--- src/rtl/if_stage_pkg.sv ---
// Shared payload types for the instruction-fetch stage and its IF/ID consumer.
package if_stage_pkg;

  typedef struct packed {
    logic [31:0] pc;
    logic [31:0] instr;
  } if_id_flow_t;

  localparam logic [31:0] NOP_INSTR = 32'h0000_0013;

endpackage

--- src/rtl/if_stage_if.sv ---
// Instruction-memory channel: valid/ready fetch request, in-order response words.
interface if_stage_if;
  logic        imem_req_valid;
  logic        imem_req_ready;
  logic [31:0] imem_req_addr;
  logic        imem_resp_valid;
  logic [31:0] imem_resp_data;

  modport master (
    output imem_req_valid,
    output imem_req_addr,
    input  imem_req_ready,
    input  imem_resp_valid,
    input  imem_resp_data
  );

  modport slave (
    input  imem_req_valid,
    input  imem_req_addr,
    output imem_req_ready,
    output imem_resp_valid,
    output imem_resp_data
  );
endinterface

--- src/rtl/if_stage.sv ---
// Instruction fetch: PC, credit-limited imem requests, FWFT response FIFO, redirect flush.
// Optional IF_BUBBLE_NOP_EN presents a NOP with pc 0 on outflow whenever the FIFO is empty.
module if_stage
  import if_stage_pkg::*;
#(
  parameter logic [31:0] RESET_PC   = 32'h0000_0000,
  parameter int unsigned FIFO_DEPTH = 2
) (
  input  logic        clk,
  input  logic        reset_n,
  if_stage_if.master  imem,
  input  logic        redirect_valid,
  input  logic [31:0] redirect_pc,
  input  logic        stall,
  output logic        out_valid,
  output if_id_flow_t outflow
);

  localparam int unsigned CNT_W = $clog2(FIFO_DEPTH + 1);
  localparam int unsigned SUM_W = CNT_W + 1;
  localparam int unsigned PTR_W = (FIFO_DEPTH > 1) ? $clog2(FIFO_DEPTH) : 1;
  localparam logic [PTR_W-1:0] PTR_LAST = PTR_W'(FIFO_DEPTH - 1);

  localparam logic [0:0] ST_RUN   = 1'b0;
  localparam logic [0:0] ST_FLUSH = 1'b1;

  logic [0:0]       state_q, state_d;
  logic [31:0]      pc_q, pc_d;
  logic [CNT_W-1:0] outstanding_q, outstanding_d;
  logic [CNT_W-1:0] drop_cnt_q, drop_cnt_d;
  logic [CNT_W-1:0] count_q, count_d;
  logic [PTR_W-1:0] rd_ptr_q, rd_ptr_d;
  logic [PTR_W-1:0] wr_ptr_q, wr_ptr_d;
  if_id_flow_t      mem_q [FIFO_DEPTH];

  logic        req_valid_c;
  logic        accept_c;
  logic        push_c;
  logic        pop_c;
  logic [31:0] resp_pc_c;

  // Next-state logic; redirect is applied last so it overrides everything else.
  always_comb begin
    state_d       = state_q;
    pc_d          = pc_q;
    outstanding_d = outstanding_q;
    drop_cnt_d    = drop_cnt_q;
    count_d       = count_q;
    rd_ptr_d      = rd_ptr_q;
    wr_ptr_d      = wr_ptr_q;

    req_valid_c = reset_n && (state_q == ST_RUN) && !redirect_valid &&
                  ((SUM_W'(outstanding_q) + SUM_W'(count_q)) < SUM_W'(FIFO_DEPTH));
    accept_c    = req_valid_c && imem.imem_req_ready;
    pop_c       = (count_q != '0) && !stall && !redirect_valid;
    push_c      = imem.imem_resp_valid && (state_q == ST_RUN) && !redirect_valid;
    // In RUN every outstanding fetch is sequential, so the oldest one sits this far behind pc.
    resp_pc_c   = pc_q - (32'(outstanding_q) << 2);

    outstanding_d = outstanding_q + CNT_W'(accept_c) - CNT_W'(imem.imem_resp_valid);
    if (accept_c) begin
      pc_d = pc_q + 32'd4;
    end

    if (pop_c) begin
      rd_ptr_d = (rd_ptr_q == PTR_LAST) ? '0 : rd_ptr_q + PTR_W'(1);
    end
    if (push_c) begin
      wr_ptr_d = (wr_ptr_q == PTR_LAST) ? '0 : wr_ptr_q + PTR_W'(1);
    end
    count_d = count_q + CNT_W'(push_c) - CNT_W'(pop_c);

    if ((state_q == ST_FLUSH) && imem.imem_resp_valid) begin
      drop_cnt_d = drop_cnt_q - CNT_W'(1);
      if (drop_cnt_d == '0) begin
        state_d = ST_RUN;
      end
    end

    if (redirect_valid) begin
      pc_d       = redirect_pc;
      count_d    = '0;
      rd_ptr_d   = '0;
      wr_ptr_d   = '0;
      drop_cnt_d = outstanding_q - CNT_W'(imem.imem_resp_valid) + CNT_W'(accept_c);
      state_d    = (drop_cnt_d != '0) ? ST_FLUSH : ST_RUN;
    end
  end

  always_ff @(posedge clk) begin
    if (!reset_n) begin
      state_q       <= ST_RUN;
      pc_q          <= RESET_PC;
      outstanding_q <= '0;
      drop_cnt_q    <= '0;
      count_q       <= '0;
      rd_ptr_q      <= '0;
      wr_ptr_q      <= '0;
      mem_q         <= '{default: '0};
    end else begin
      state_q       <= state_d;
      pc_q          <= pc_d;
      outstanding_q <= outstanding_d;
      drop_cnt_q    <= drop_cnt_d;
      count_q       <= count_d;
      rd_ptr_q      <= rd_ptr_d;
      wr_ptr_q      <= wr_ptr_d;
      if (push_c) begin
        mem_q[wr_ptr_q] <= if_id_flow_t'{pc: resp_pc_c, instr: imem.imem_resp_data};
      end
    end
  end

  assign imem.imem_req_valid = req_valid_c;
  assign imem.imem_req_addr  = pc_q;
  assign out_valid           = (count_q != '0);

`ifdef IF_BUBBLE_NOP_EN
  assign outflow = (count_q != '0) ? mem_q[rd_ptr_q]
                                   : if_id_flow_t'{pc: 32'h0000_0000, instr: NOP_INSTR};
`else
  assign outflow = mem_q[rd_ptr_q];
`endif

  // The credit rule must keep responses from ever meeting a full FIFO or an empty request count.
  a_no_overflow : assert property (@(posedge clk) disable iff (!reset_n)
    imem.imem_resp_valid |-> (count_q != CNT_W'(FIFO_DEPTH)));
  a_no_spurious : assert property (@(posedge clk) disable iff (!reset_n)
    imem.imem_resp_valid |-> (outstanding_q != '0));

endmodule
--- src/flat_wrapper.sv ---
// flat-port wrapper written by rule: the top's interface ports become plain ports
module if_stage_flat import if_stage_pkg::*;
#(
  parameter logic [31:0] RESET_PC   = 32'h0000_0000,
  parameter int unsigned FIFO_DEPTH = 2
)
  (clk, reset_n, redirect_valid, redirect_pc, stall, out_valid, outflow, imem_imem_req_valid, imem_imem_req_addr, imem_imem_req_ready, imem_imem_resp_valid, imem_imem_resp_data);
  if_stage_if imem_i ();
  input  logic clk;
  input  logic reset_n;
  input  logic redirect_valid;
  input  logic [31:0] redirect_pc;
  input  logic stall;
  output logic out_valid;
  output if_id_flow_t outflow;
  output wire logic [$bits(imem_i.imem_req_valid)-1:0] imem_imem_req_valid;
  output wire logic [$bits(imem_i.imem_req_addr)-1:0] imem_imem_req_addr;
  input wire logic [$bits(imem_i.imem_req_ready)-1:0] imem_imem_req_ready;
  input wire logic [$bits(imem_i.imem_resp_valid)-1:0] imem_imem_resp_valid;
  input wire logic [$bits(imem_i.imem_resp_data)-1:0] imem_imem_resp_data;
  assign imem_imem_req_valid = imem_i.imem_req_valid;
  assign imem_imem_req_addr = imem_i.imem_req_addr;
  assign imem_i.imem_req_ready = imem_imem_req_ready;
  assign imem_i.imem_resp_valid = imem_imem_resp_valid;
  assign imem_i.imem_resp_data = imem_imem_resp_data;
  if_stage #(.RESET_PC(RESET_PC), .FIFO_DEPTH(FIFO_DEPTH)) u_core (.clk(clk), .reset_n(reset_n), .imem(imem_i), .redirect_valid(redirect_valid), .redirect_pc(redirect_pc), .stall(stall), .out_valid(out_valid), .outflow(outflow));
endmodule
--- config.mk ---
export PLATFORM = sky130hd
export DESIGN_NAME = if_stage_flat
export DESIGN_NICKNAME = d
export VERILOG_FILES = /design/src/rtl/if_stage_pkg.sv /design/src/rtl/if_stage_if.sv /design/src/rtl/if_stage.sv /design/src/flat_wrapper.sv
export SDC_FILE = /design/constraint.sdc
export NUM_CORES = 1
export LEC_CHECK = 0
export BUFFER_PORTS_ARGS = -buffer_cell sky130_fd_sc_hd__buf_2
export CAP_MARGIN = 5
export CORE_MARGIN = 8
export CORE_UTILIZATION = 25
export DETAILED_ROUTE_END_ITERATION = 10
export HOLD_SLACK_MARGIN = 0.03
export PLACE_DENSITY = 0.44
export REMOVE_ABC_BUFFERS = 1
export SLEW_MARGIN = 20
export SYNTH_ARGS = -nofsm -noshare
export SYNTH_HDL_FRONTEND = slang
export SYNTH_SLANG_ARGS = --single-unit
export TNS_END_PERCENT = 10
--- constraint.sdc ---
create_clock -name clk -period 7 [get_ports clk]
set_input_delay 0 -clock clk [delete_from_list [all_inputs] [get_ports clk]]
set_output_delay 0 -clock clk [all_outputs]
set_load 0.01 [all_outputs]
==> results of run 1 <==
power groups by stage:
stage,clock [mW],combinational [mW],sequential (mW)
floorplan,0,0.202,1.06
global placement,0,0.353,1.07
detailed placement,0,0.352,1.07
CTS,1.06,0.383,1.05
global route,1.10,0.418,1.06
finish,1.03,0.375,1.05
cell usage after synthesis (all sizes together) (13+ instances only):
cell,n
nand2,174
dfxtp,169
a21oi,127
clkbuf,69
mux2,69
nor2,58
o21ai,53
xor2,28
a211oi,22
nand4,20
nand3,16
inv,15
xnor2,15
buf,13
tightest hold or removal path, cell delays in order:
cell	delay [ns]
buf_2	0.17
nand2_1	0.07
a21oi_1	0.14
a311oi_1	0.06
final timing paths:
| kind | startpoint | cells past startpoint | to | slack (ns) |
|---|---|---|---|---|
| setup / recovery | u_core.outstanding_q[0] | 11 | u_core.state_q | 3.78 |
| setup reg to reg | u_core.outstanding_q[0] | 11 | u_core.state_q | 3.78 |
| hold reg to reg | u_core.mem_q[20] | 2 | u_core.mem_q[20] | 0.45 |
| hold / removal | imem_imem_resp_valid | 4 | u_core.state_q | 0.06 |
flip-flops by register name, indices dropped and copies added, names as in the netlist:
signal	cells
u_core.imem.imem_req_addr	32
u_core.mem_q	128
u_core.rd_ptr_q	1
u_core.state_q	1
u_core.count_q	2
u_core.outstanding_q	2
u_core.wr_ptr_q	1
u_core.drop_cnt_q	2
layout make-up:
cell class / count / area [sq um]
inverters: 15 / 58.8
fillers: 3456 / 21800
clock buffers: 20 / 468
flip-flops and latches: 169 / 3390
well taps: 408 / 510
clock inverters: 12 / 161
repair buffers: 241 / 1570
multi-input cells: 694 / 4230
metal layers:
layer,GRT usage,part of all wire,vias to the layer above
met5,0,0,-
met4,0.0298,0.0094,0
met3,0.0326,0.046,12
met2,0.223,0.46,166
met1,0.189,0.49,3418
li1,-,-,3680
cell families (layout without fill, tap and decap cells):
family / Yosys count / after routing / share of synthesized area
DFF: 169 / 169 / 0.418
buffers and inverters: 99 / 288 / 0.0617
and+or+nand+nor: 329 / 329 / 0.189
xor gates and xnor gates: 43 / 43 / 0.0466
muxes: 73 / 73 / 0.101
adders and majority gates: 10 / 10 / 0.0173
AOI/OAI and AO/OA: 239 / 239 / 0.166
repair_timing:
| item | CTS | global route |
|---|---|---|
| endpoints found under the hold margin | 97 | 0 |
| hold buffers | 65 | 0 |
| setup endpoints to repair | 0 | 0 |
metrics by stage:
step / setup slack, ns / hold WS (ns) / util
global placement: 3.81 / 0.238 / 0.282
floorplan: 3.20 / 0.0956 / -
detailed placement: 3.78 / 0.252 / 0.282
CTS: 3.74 / 0.0405 / 0.322
global route: 3.53 / 0.0614 / 0.323
finish: 3.78 / 0.0588 / 0.323
==> results.yml, run 1 <==
outcome:
  status: "completed"
final_layout:
  fin_area_sq_mm: 0.0104
  area_growth_pct: 28.4
  final_nets: 1218
  final_common_cell: "nand2_1"
  drive_gt1_frac: 0.259
  final_cell_mix: "nand2_1 (174), dfxtp_1 (168), buf_2 (167)"
  fin_cells: 1559
  n_antenna_cell: 0
synthesis:
  synth.area.top_cells: "dfxtp_1 (42%), mux2_2 (9.6%), nand2_1 (8.1%), a21oi_1 (7.9%), o21ai_0 (3.3%)"
  syn_area_sq_mm: 0.00809
  ys.flop_type: "dfxtp_1"
  syn_inst: 962
  synth.top_cell.area_share: 0.418
  synth_edf_count: 0
  synth_cell_type_count: 63
  ys_warn_count: 0
  ys_seq_elements: 169
  syn_avg_cell_area_sq_um: 8.41
  async_flop_share: 0
  synth-seq-area-share: 0.418
  synth_largest_area_cell: "dfxtp_1"
routing:
  routedWlPerCell_um: 17.3
  post_drt_via_cell_ratio: 4.67
  finalWirelength_um: 27000
  drt_iter0_drc: 375
  num_vias: 7276
  first_pass_iters: 4
  postRouteAntennaNets: 0
  drc: 0
setup_path:
  cp_max_fo: 30
  crit_chain: "inv_1, nor2_1, fa_1, nor4b_1, nand2_1, buf_4, inv_1, ha_1, xnor2_1, xnor2_1, a311oi_1"
  critPathArrivalTime_ns: 3.56
  crit_type: "reg -> reg"
  critPathBufInv: 3
  cp_top_family: "buffers and inverters"
  slowest_delay_ns: 0.62
  critPathRequiredTime_ns: 7.35
  startpoint_type: "flop"
  slowest_stage: "inv_1"
  endpoint_kind: "flop"
power:
  power.switching_mw: 0.690
  power_frac_comb: 0.153
  swShare: 0.281
  seqPwrFrac: 0.428
  p_int_mw: 1.76
  powerDensity_mw_per_mm2: 236
  max-vdd-ir-drop_mv: 0.166
  power_leakage_nw: 4.13
  clockPowerShare: 0.420
  total_power_mw: 2.45
sta:
  clock-skew-final_ns: 0.0103
  finalCriticalPeriod_ns: 3.22
  slew_viol_final: 0
  setup-violations-final: 0
  setup_tns_ns: 0
  max_freq_mhz: 311
  finalHoldViolCount: 0
  post-route-period-util: 0.460
  max-slew-margin-rel: 0.268
  rsz0062_at_grt: "no"
  tightestPinTransition_ns: 1.10
die:
  io_pins: 168
  start_util: 0.251
  row_count: 66
  fp.dieH_um: 196
  dieArea_sq_mm: 0.0384
  design.core.area_sq_mm: 0.0322
  fp.dieW_um: 196
global_routing:
  track_usage: 0.140
  grt_pass1_wl_um: 42400
  antenna_found_initial: 0
  grt_max_degree: 94
  grt_pass1_vias: 7066
  overflow: 0
worst_hold_path:
  worstHoldPathType: "in -> reg"
place:
  post_dp_cell_area_sq_mm: 0.00908
  place_congestion: 0.771
  dp_cells: 1461
  hpwl_um: 17300
  portBuffers: 167
clock_tree:
  cts_root_buffer: "clkbuf_16"
  htree_levels: 4
  cts_buffers: 17
  clockBufferDepth: 2
  clkLatencyLatePin_ns: 0.43
  cts_tree: "built"
  post_cts_buffers: 0
  cts_resized: 0
  cts.sinks: 169
  clk_pin_slew_ns: 0.07
job:
  maxCapViolCount: 0
Note: power is estimated with default switching activity, not from simulation.
==> run 2, diff against run 1 <==
--- a/config.mk
+++ b/config.mk
@@ -5,13 +5,14 @@
 export SDC_FILE = /design/constraint.sdc
 export NUM_CORES = 1
 export LEC_CHECK = 0
+export ABC_AREA = 1
 export BUFFER_PORTS_ARGS = -buffer_cell sky130_fd_sc_hd__buf_2
 export CAP_MARGIN = 5
 export CORE_MARGIN = 8
 export CORE_UTILIZATION = 25
 export DETAILED_ROUTE_END_ITERATION = 10
 export HOLD_SLACK_MARGIN = 0.03
-export PLACE_DENSITY = 0.44
+export PLACE_DENSITY = 0.45
 export REMOVE_ABC_BUFFERS = 1
 export SLEW_MARGIN = 20
 export SYNTH_ARGS = -nofsm -noshare
==> constraint.sdc (replaced) <==
create_clock -name clk -period 2.7 [get_ports clk]
set_input_delay 0 -clock clk [delete_from_list [all_inputs] [get_ports clk]]
set_output_delay 0 -clock clk [all_outputs]
set_load 0.01 [all_outputs]
==> run 2 against run 1 <==
Effect of this change: routed wire length is 16% higher; die area rose by 9.5%; cell area increased by 9.6%; utilization down 0.087 points; synthesized cell count grew 40%; non-clock buffer count grew 13; largest cell class unchanged; highest routed layer unchanged.
==> results.yml, run 2 <==
synthesis:
  synth_largest_area_cell: "dfxtp_1"
  syn_inst: 1342
  syn_avg_cell_area_sq_um: 6.65
  ys_top_cells_by_count: "nand2_1 (343), dfxtp_1 (169), inv_1 (169)"
  async_flop_share: 0
  ys_warn_count: 0
  syn_area_sq_mm: 0.00893
  ys_seq_elements: 169
  synthMostInstantiatedCell: "nand2_1"
  ys.flop_type: "dfxtp_1"
  synth-seq-area-share: 0.379
  synth.area.top_cells: "dfxtp_1 (38%), nand2_1 (14%), o21ai_0 (8.4%), inv_1 (7.1%), a21oi_1 (7.1%)"
  synth_cell_type_count: 40
  synth_edf_count: 0
  synth.top_cell.area_share: 0.379
power:
  p_int_mw: 4.47
  max-vdd-ir-drop_mv: 0.452
  total_power_mw: 6.44
  swShare: 0.306
  powerDensity_mw_per_mm2: 566
  clockPowerShare: 0.390
  power_leakage_nw: 5.03
  power_frac_comb: 0.183
  seqPwrFrac: 0.427
  power.switching_mw: 1.97
worst_hold_path:
  worstHoldPathType: "in -> reg"
  min-delay-start: "reset_n"
final_layout:
  final_common_cell: "nand2_1"
  final_nets: 1615
  final_cell_mix: "nand2_1 (343), inv_1 (169), dfxtp_1 (168)"
  largest_reg_flops: 128
  fin_cells: 2009
  nFillCells: 3996
  top_register: "u_core.mem_q"
  drive_gt1_frac: 0.167
  area_growth_pct: 27.5
  n_antenna_cell: 0
clock_tree:
  cts-hold-fix-buffers: 69
  cts_resized: 0
  htree_levels: 4
  clockBufferDepth: 2
  post_cts_buffers: 0
  clkLatencyLatePin_ns: 0.44
  clk_pin_slew_ns: 0.08
  cts_root_buffer: "clkbuf_16"
  cts_buffers: 17
  cts.sinks: 169
  cts_tree: "built"
routing:
  drc: 0
  postRouteAntennaNets: 0
  post_drt_via_cell_ratio: 4.41
  routedWlPerCell_um: 15.6
  num_vias: 8851
  finalWirelength_um: 31300
  first_pass_iters: 5
  drt_iter0_drc: 494
setup_path:
  startpoint_type: "flop"
  critPathArrivalTime_ns: 2.53
  endpoint_kind: "flop"
  critPathRequiredTime_ns: 3.01
  crit_path_start: "u_core.outstanding_q[0]"
  cp_max_fo: 14
  crit_type: "reg -> reg"
  worst_r2r_startpoint: "u_core.outstanding_q[0]"
global_routing:
  grt_pass1_vias: 8475
  antenna_found_initial: 0
  grt_max_degree: 80
  grt_pass1_wl_um: 49000
  overflow: 0
  track_usage: 0.149
outcome:
  status: "completed"
sta:
  tightestPinTransition_ns: 0.935
  clock-skew-final_ns: 0.0168
  finalCriticalPeriod_ns: 2.22
  post-route-period-util: 0.822
  rsz0062_at_grt: "no"
  max-slew-margin-rel: 0.377
  setup-violations-final: 0
  max_freq_mhz: 451
  setup_tns_ns: 0
  slew_viol_final: 0
  finalHoldViolCount: 0
place:
  portBuffers: 167
  dp_cells: 1908
  hpwl_um: 22200
  place_congestion: 0.880
job:
  maxCapViolCount: 0
die:
  io_pins: 168
  dieArea_sq_mm: 0.0420
  fp.dieW_um: 205
  fp.dieH_um: 205
  start_util: 0.252
  design.core.area_sq_mm: 0.0354
  row_count: 69
run 2: cell count changes after synthesis, sizes merged, moves of 27 or more:
cell,delta
clkbuf,-29
o21ai,+111
inv,+161
mux2,-69
nor2,+68
buf,+27
nand2,+174
nand3,+42
run 2: power by group through the flow:
stage | Sequential (mW) | Clock, mW | Combinational (mW)
detailed placement | 2.81 | 0 | 1.12
floorplan | 2.79 | 0 | 0.642
global placement | 2.80 | 0 | 1.11
CTS | 2.75 | 2.61 | 1.20
finish | 2.75 | 2.51 | 1.18
global route | 2.77 | 2.71 | 1.33
run 2: layout make-up:
type | instances | area, sq um | area share
multi-input cells | 914 | 4450 | 0.391
well taps | 461 | 577 | 0.0506
inverters | 179 | 676 | 0.0593
clock inverters | 13 | 143 | 0.0125
repair buffers | 254 | 1710 | 0.150
flip-flops and latches | 169 | 3390 | 0.297
clock buffers | 19 | 443 | 0.0389
run 2: per-stage QoR:
step	setup slack (ns)	hold WS (ns)	utilization	instance area, sq um
detailed placement	0.443	0.232	0.286	10100
floorplan	-0.0872	0.0935	-	8510
global route	0.273	0.0804	0.322	11400
finish	0.482	0.0553	0.322	11400
global placement	0.443	0.228	0.286	10100
CTS	0.437	0.0486	0.322	11400
run 2: metal layers:
layer,vias up,share of wire,global-route usage,wire [um]
met3,18,0.050,0.0315,1580
met1,4017,0.47,0.195,14700
met5,-,0,0,0
met2,180,0.47,0.246,14700
met4,0,0.012,0.0373,374
li1,4636,-,-,-
run 2: path summary, 6_finish.rpt:
kind                                    to  slack, ns  cells past startpoint
max          u_core.imem.imem_req_addr[13]       0.48                     11
min                       u_core.mem_q[32]       0.06                      3
max reg2reg  u_core.imem.imem_req_addr[13]       0.48                     11
min reg2reg               u_core.mem_q[81]       0.45                      2
run 2: critical path, cell delays in order (launching register included):
cell	delay (ns)
dfxtp_1	0.36
nand2_1	0.07
inv_1	0.06
fa_1	0.40
nor2_1	0.18
nand3_4	0.13
o21ai_4	0.41
inv_2	0.18
nand2_1	0.09
nand2_1	0.05
a21oi_1	0.11
nor2_1	0.05
run 2: cells by family (layout without fill, tap and decap cells):
| group | Yosys count | in the layout | synth area share |
|---|---|---|---|
| adders and majority gates | 10 | 10 | 0.0157 |
| DFF | 169 | 169 | 0.379 |
| buffers and inverters | 259 | 465 | 0.123 |
| AOI/OAI and AO/OA | 329 | 329 | 0.195 |
| xor gates and xnor gates | 26 | 26 | 0.0255 |
| and+or+nand+nor | 549 | 549 | 0.262 |
==> run 3, diff against run 2 <==
--- a/config.mk
+++ b/config.mk
@@ -12,7 +12,7 @@
 export CORE_UTILIZATION = 25
 export DETAILED_ROUTE_END_ITERATION = 10
 export HOLD_SLACK_MARGIN = 0.03
-export PLACE_DENSITY = 0.45
+export PLACE_DENSITY = 0.43
 export REMOVE_ABC_BUFFERS = 1
 export SLEW_MARGIN = 20
 export SYNTH_ARGS = -nofsm -noshare
==> constraint.sdc (replaced) <==
create_clock -name clk -period 2.3 [get_ports clk]
set_input_delay 0 -clock clk [delete_from_list [all_inputs] [get_ports clk]]
set_output_delay 0 -clock clk [all_outputs]
set_load 0.01 [all_outputs]
==> run 3 against run 2 <==
Effect of this change: global-route usage is 0.34 points higher; cell area is 0.79% higher; via count is 1.1% higher; sequential share of layout area is 0.21 points lower; critical path depth stayed put; clock power is 21% higher; first-iteration DRC count is 12% lower; final cell count is 0.20% higher; utilization is 0.25 points higher; hold slack better by 0.020 ns.
==> results.yml, run 3 (same netlist as run 2, synthesis figures left out) <==
outcome:
  status: "completed"
global_routing:
  track_usage: 0.152
  grt_max_degree: 102
  grt_pass1_wl_um: 50100
  grt_pass1_vias: 8704
  overflow: 0
  antenna_found_initial: 0
power:
  power_leakage_nw: 5.08
  powerDensity_mw_per_mm2: 671
  max-vdd-ir-drop_mv: 0.507
  total_power_mw: 7.71
sta:
  setup-violations-final: 0
  max-slew-margin-rel: 0.521
  finalCriticalPeriod_ns: 2.14
  slew_viol_final: 0
  tightestPinTransition_ns: 0.718
  whs_ns: 0.0751
  max_freq_mhz: 468
  finalHoldViolCount: 0
  clock-skew-final_ns: 0.0174
  post-route-period-util: 0.929
final_layout:
  drive_gt1_frac: 0.172
  final_nets: 1620
  final_cell_mix: "nand2_1 (343), inv_1 (169), buf_2 (167)"
  seq_area_sq_mm: 0.00339
  area_growth_pct: 28.5
  n_antenna_cell: 0
  top_register: "u_core.mem_q"
  multiInputGateArea_sq_mm: 0.00447
  final_common_cell: "nand2_1"
  nFillCells: 3952
  largest_reg_flops: 128
die:
  io_pins: 168
  design.core.area_sq_mm: 0.0354
  fp.dieH_um: 205
  dieArea_sq_mm: 0.0420
  start_util: 0.252
  row_count: 69
  fp.dieW_um: 205
setup_path:
  slowest_stage: "fa_1"
  r2r_end: "u_core.imem.imem_req_addr[12]"
  cp_max_fo: 31
  worst_r2r_startpoint: "u_core.outstanding_q[0]"
  ff2ff_path_depth: 11
  regToRegSetupSlack_ns: 0.16
  endpoint_kind: "flop"
  startpoint_type: "flop"
  slowest_delay_ns: 0.46
  critPathArrivalTime_ns: 2.42
  crit_chain: "nand2_1, inv_1, fa_1, nor2_2, nand3_4, nor2_4, buf_4, buf_12, nand3_1, o21ai_0, a21oi_1"
  critPathRequiredTime_ns: 2.58
  crit_type: "reg -> reg"
routing:
  first_pass_iters: 6
  wl_met2_um: 14900
  postRouteAntennaNets: 0
  post_drt_via_cell_ratio: 4.45
  drc: 0
  wl_met3_um: 1270
  wl_met1_um: 15600
  drt_iter0_drc: 434
  routed.top_layer: "met4"
  num_vias: 8952
  routedWlPerCell_um: 15.9
  finalWirelength_um: 31900
place:
  hpwl_um: 22100
  place_congestion: 0.844
  portBuffers: 167
clock_tree:
  cts_root_buffer: "clkbuf_16"
  clkLatencyLatePin_ns: 0.44
  cts_buffers: 17
  cts.sinks: 169
  htree_levels: 4
  clockBufferDepth: 2
  cts_tree: "built"
  clk_pin_slew_ns: 0.07
worst_hold_path:
  worstHoldPathType: "in -> reg"
  min_path_cells: 3
  min-delay-start: "redirect_valid"
  holdPathEnd: "u_core.imem.imem_req_addr[0]"
job:
  maxCapViolCount: 0
## run 3: changes by cell type in the layout (fill, tap and decap cells not counted), moves of 2 or more
cell,change
buf_12,+2
inv_6,-2
buf_4,+5
dlygate4sd3_1,-2
dfxtp_1,-2
clkinvlp_4,-2
clkbuf_1,+2
dfxtp_2,+2
## run 3: how the worst max path moves through the flow
| stage | start | end | slack, ns | depth (start not counted) |
|---|---|---|---|---|
| 3_5_place_dp | u_core.outstanding_q[0] | u_core.state_q | 0.13 | 11 |
| 3_3_place_gp | u_core.outstanding_q[0] | u_core.state_q | 0.16 | 11 |
| 5_1_grt | u_core.outstanding_q[0] | u_core.imem.imem_req_addr[11] | -0.006 | 12 |
| 2_1_floorplan | u_core.rd_ptr_q | u_core.rd_ptr_q | -0.49 | 3 |
| 4_1_cts | u_core.outstanding_q[0] | u_core.state_q | 0.11 | 11 |
| 6_report | u_core.outstanding_q[0] | u_core.imem.imem_req_addr[12] | 0.16 | 11 |
## run 3: per-layer routing
metal | GRT usage | vias to the layer above
li1 | - | 4638
met4 | 0.0278 | 0
met1 | 0.201 | 4134
met2 | 0.258 | 172
met5 | 0 | -
met3 | 0.0280 | 8
## run 3: final cells by class
class	count	share of cell area
inverter	179	0.0589
timing repair buffer	259	0.154
clock inverter	10	0.0124
sequential	169	0.295
tap	461	0.0503
multi-input combinational	914	0.390
clock buffer	21	0.0392
## run 3: per-stage QoR
step | std cells | TNS [ns] | area (sq um) | utilization | setup slack (ns)
6_report | 2013 | 0 | 11500 | 0.324 | 0.162
5_1_grt | 2013 | -0.00645 | 11500 | 0.324 | -0.00645
4_1_cts | 2010 | 0 | 11400 | 0.323 | 0.111
3_3_place_gp | 1912 | 0 | 10200 | 0.287 | 0.164
3_5_place_dp | 1912 | 0 | 10200 | 0.287 | 0.129
2_1_floorplan | 1262 | -13.39 | 8510 | - | -0.487
## run 3: what timing repair did
action | 4_1_cts | 5_1_grt
hold endpoints to repair | 100 | 0
endpoints found under the setup margin | 0 | 2
resized for setup | 0 | 6
hold buffers | 67 | 0
setup buffers | 0 | 3
## run 3: power breakdown
part           internal, mW  total, mW  switching [mW]
Combinational         0.553       1.44           0.889
Clock                  1.74       3.04            1.29
Sequential             3.09       3.23           0.134
## run 3: critical path: cells and delay by family (launching register included)
family                   cells  cell delay, ns
AO/OA/AOI/OAI                2            0.24
adder cells (fa/ha/maj)      1            0.46
buffers and inverters        3            0.38
flip-flops                   1            0.33
AND/OR/NAND/NOR              5            0.59
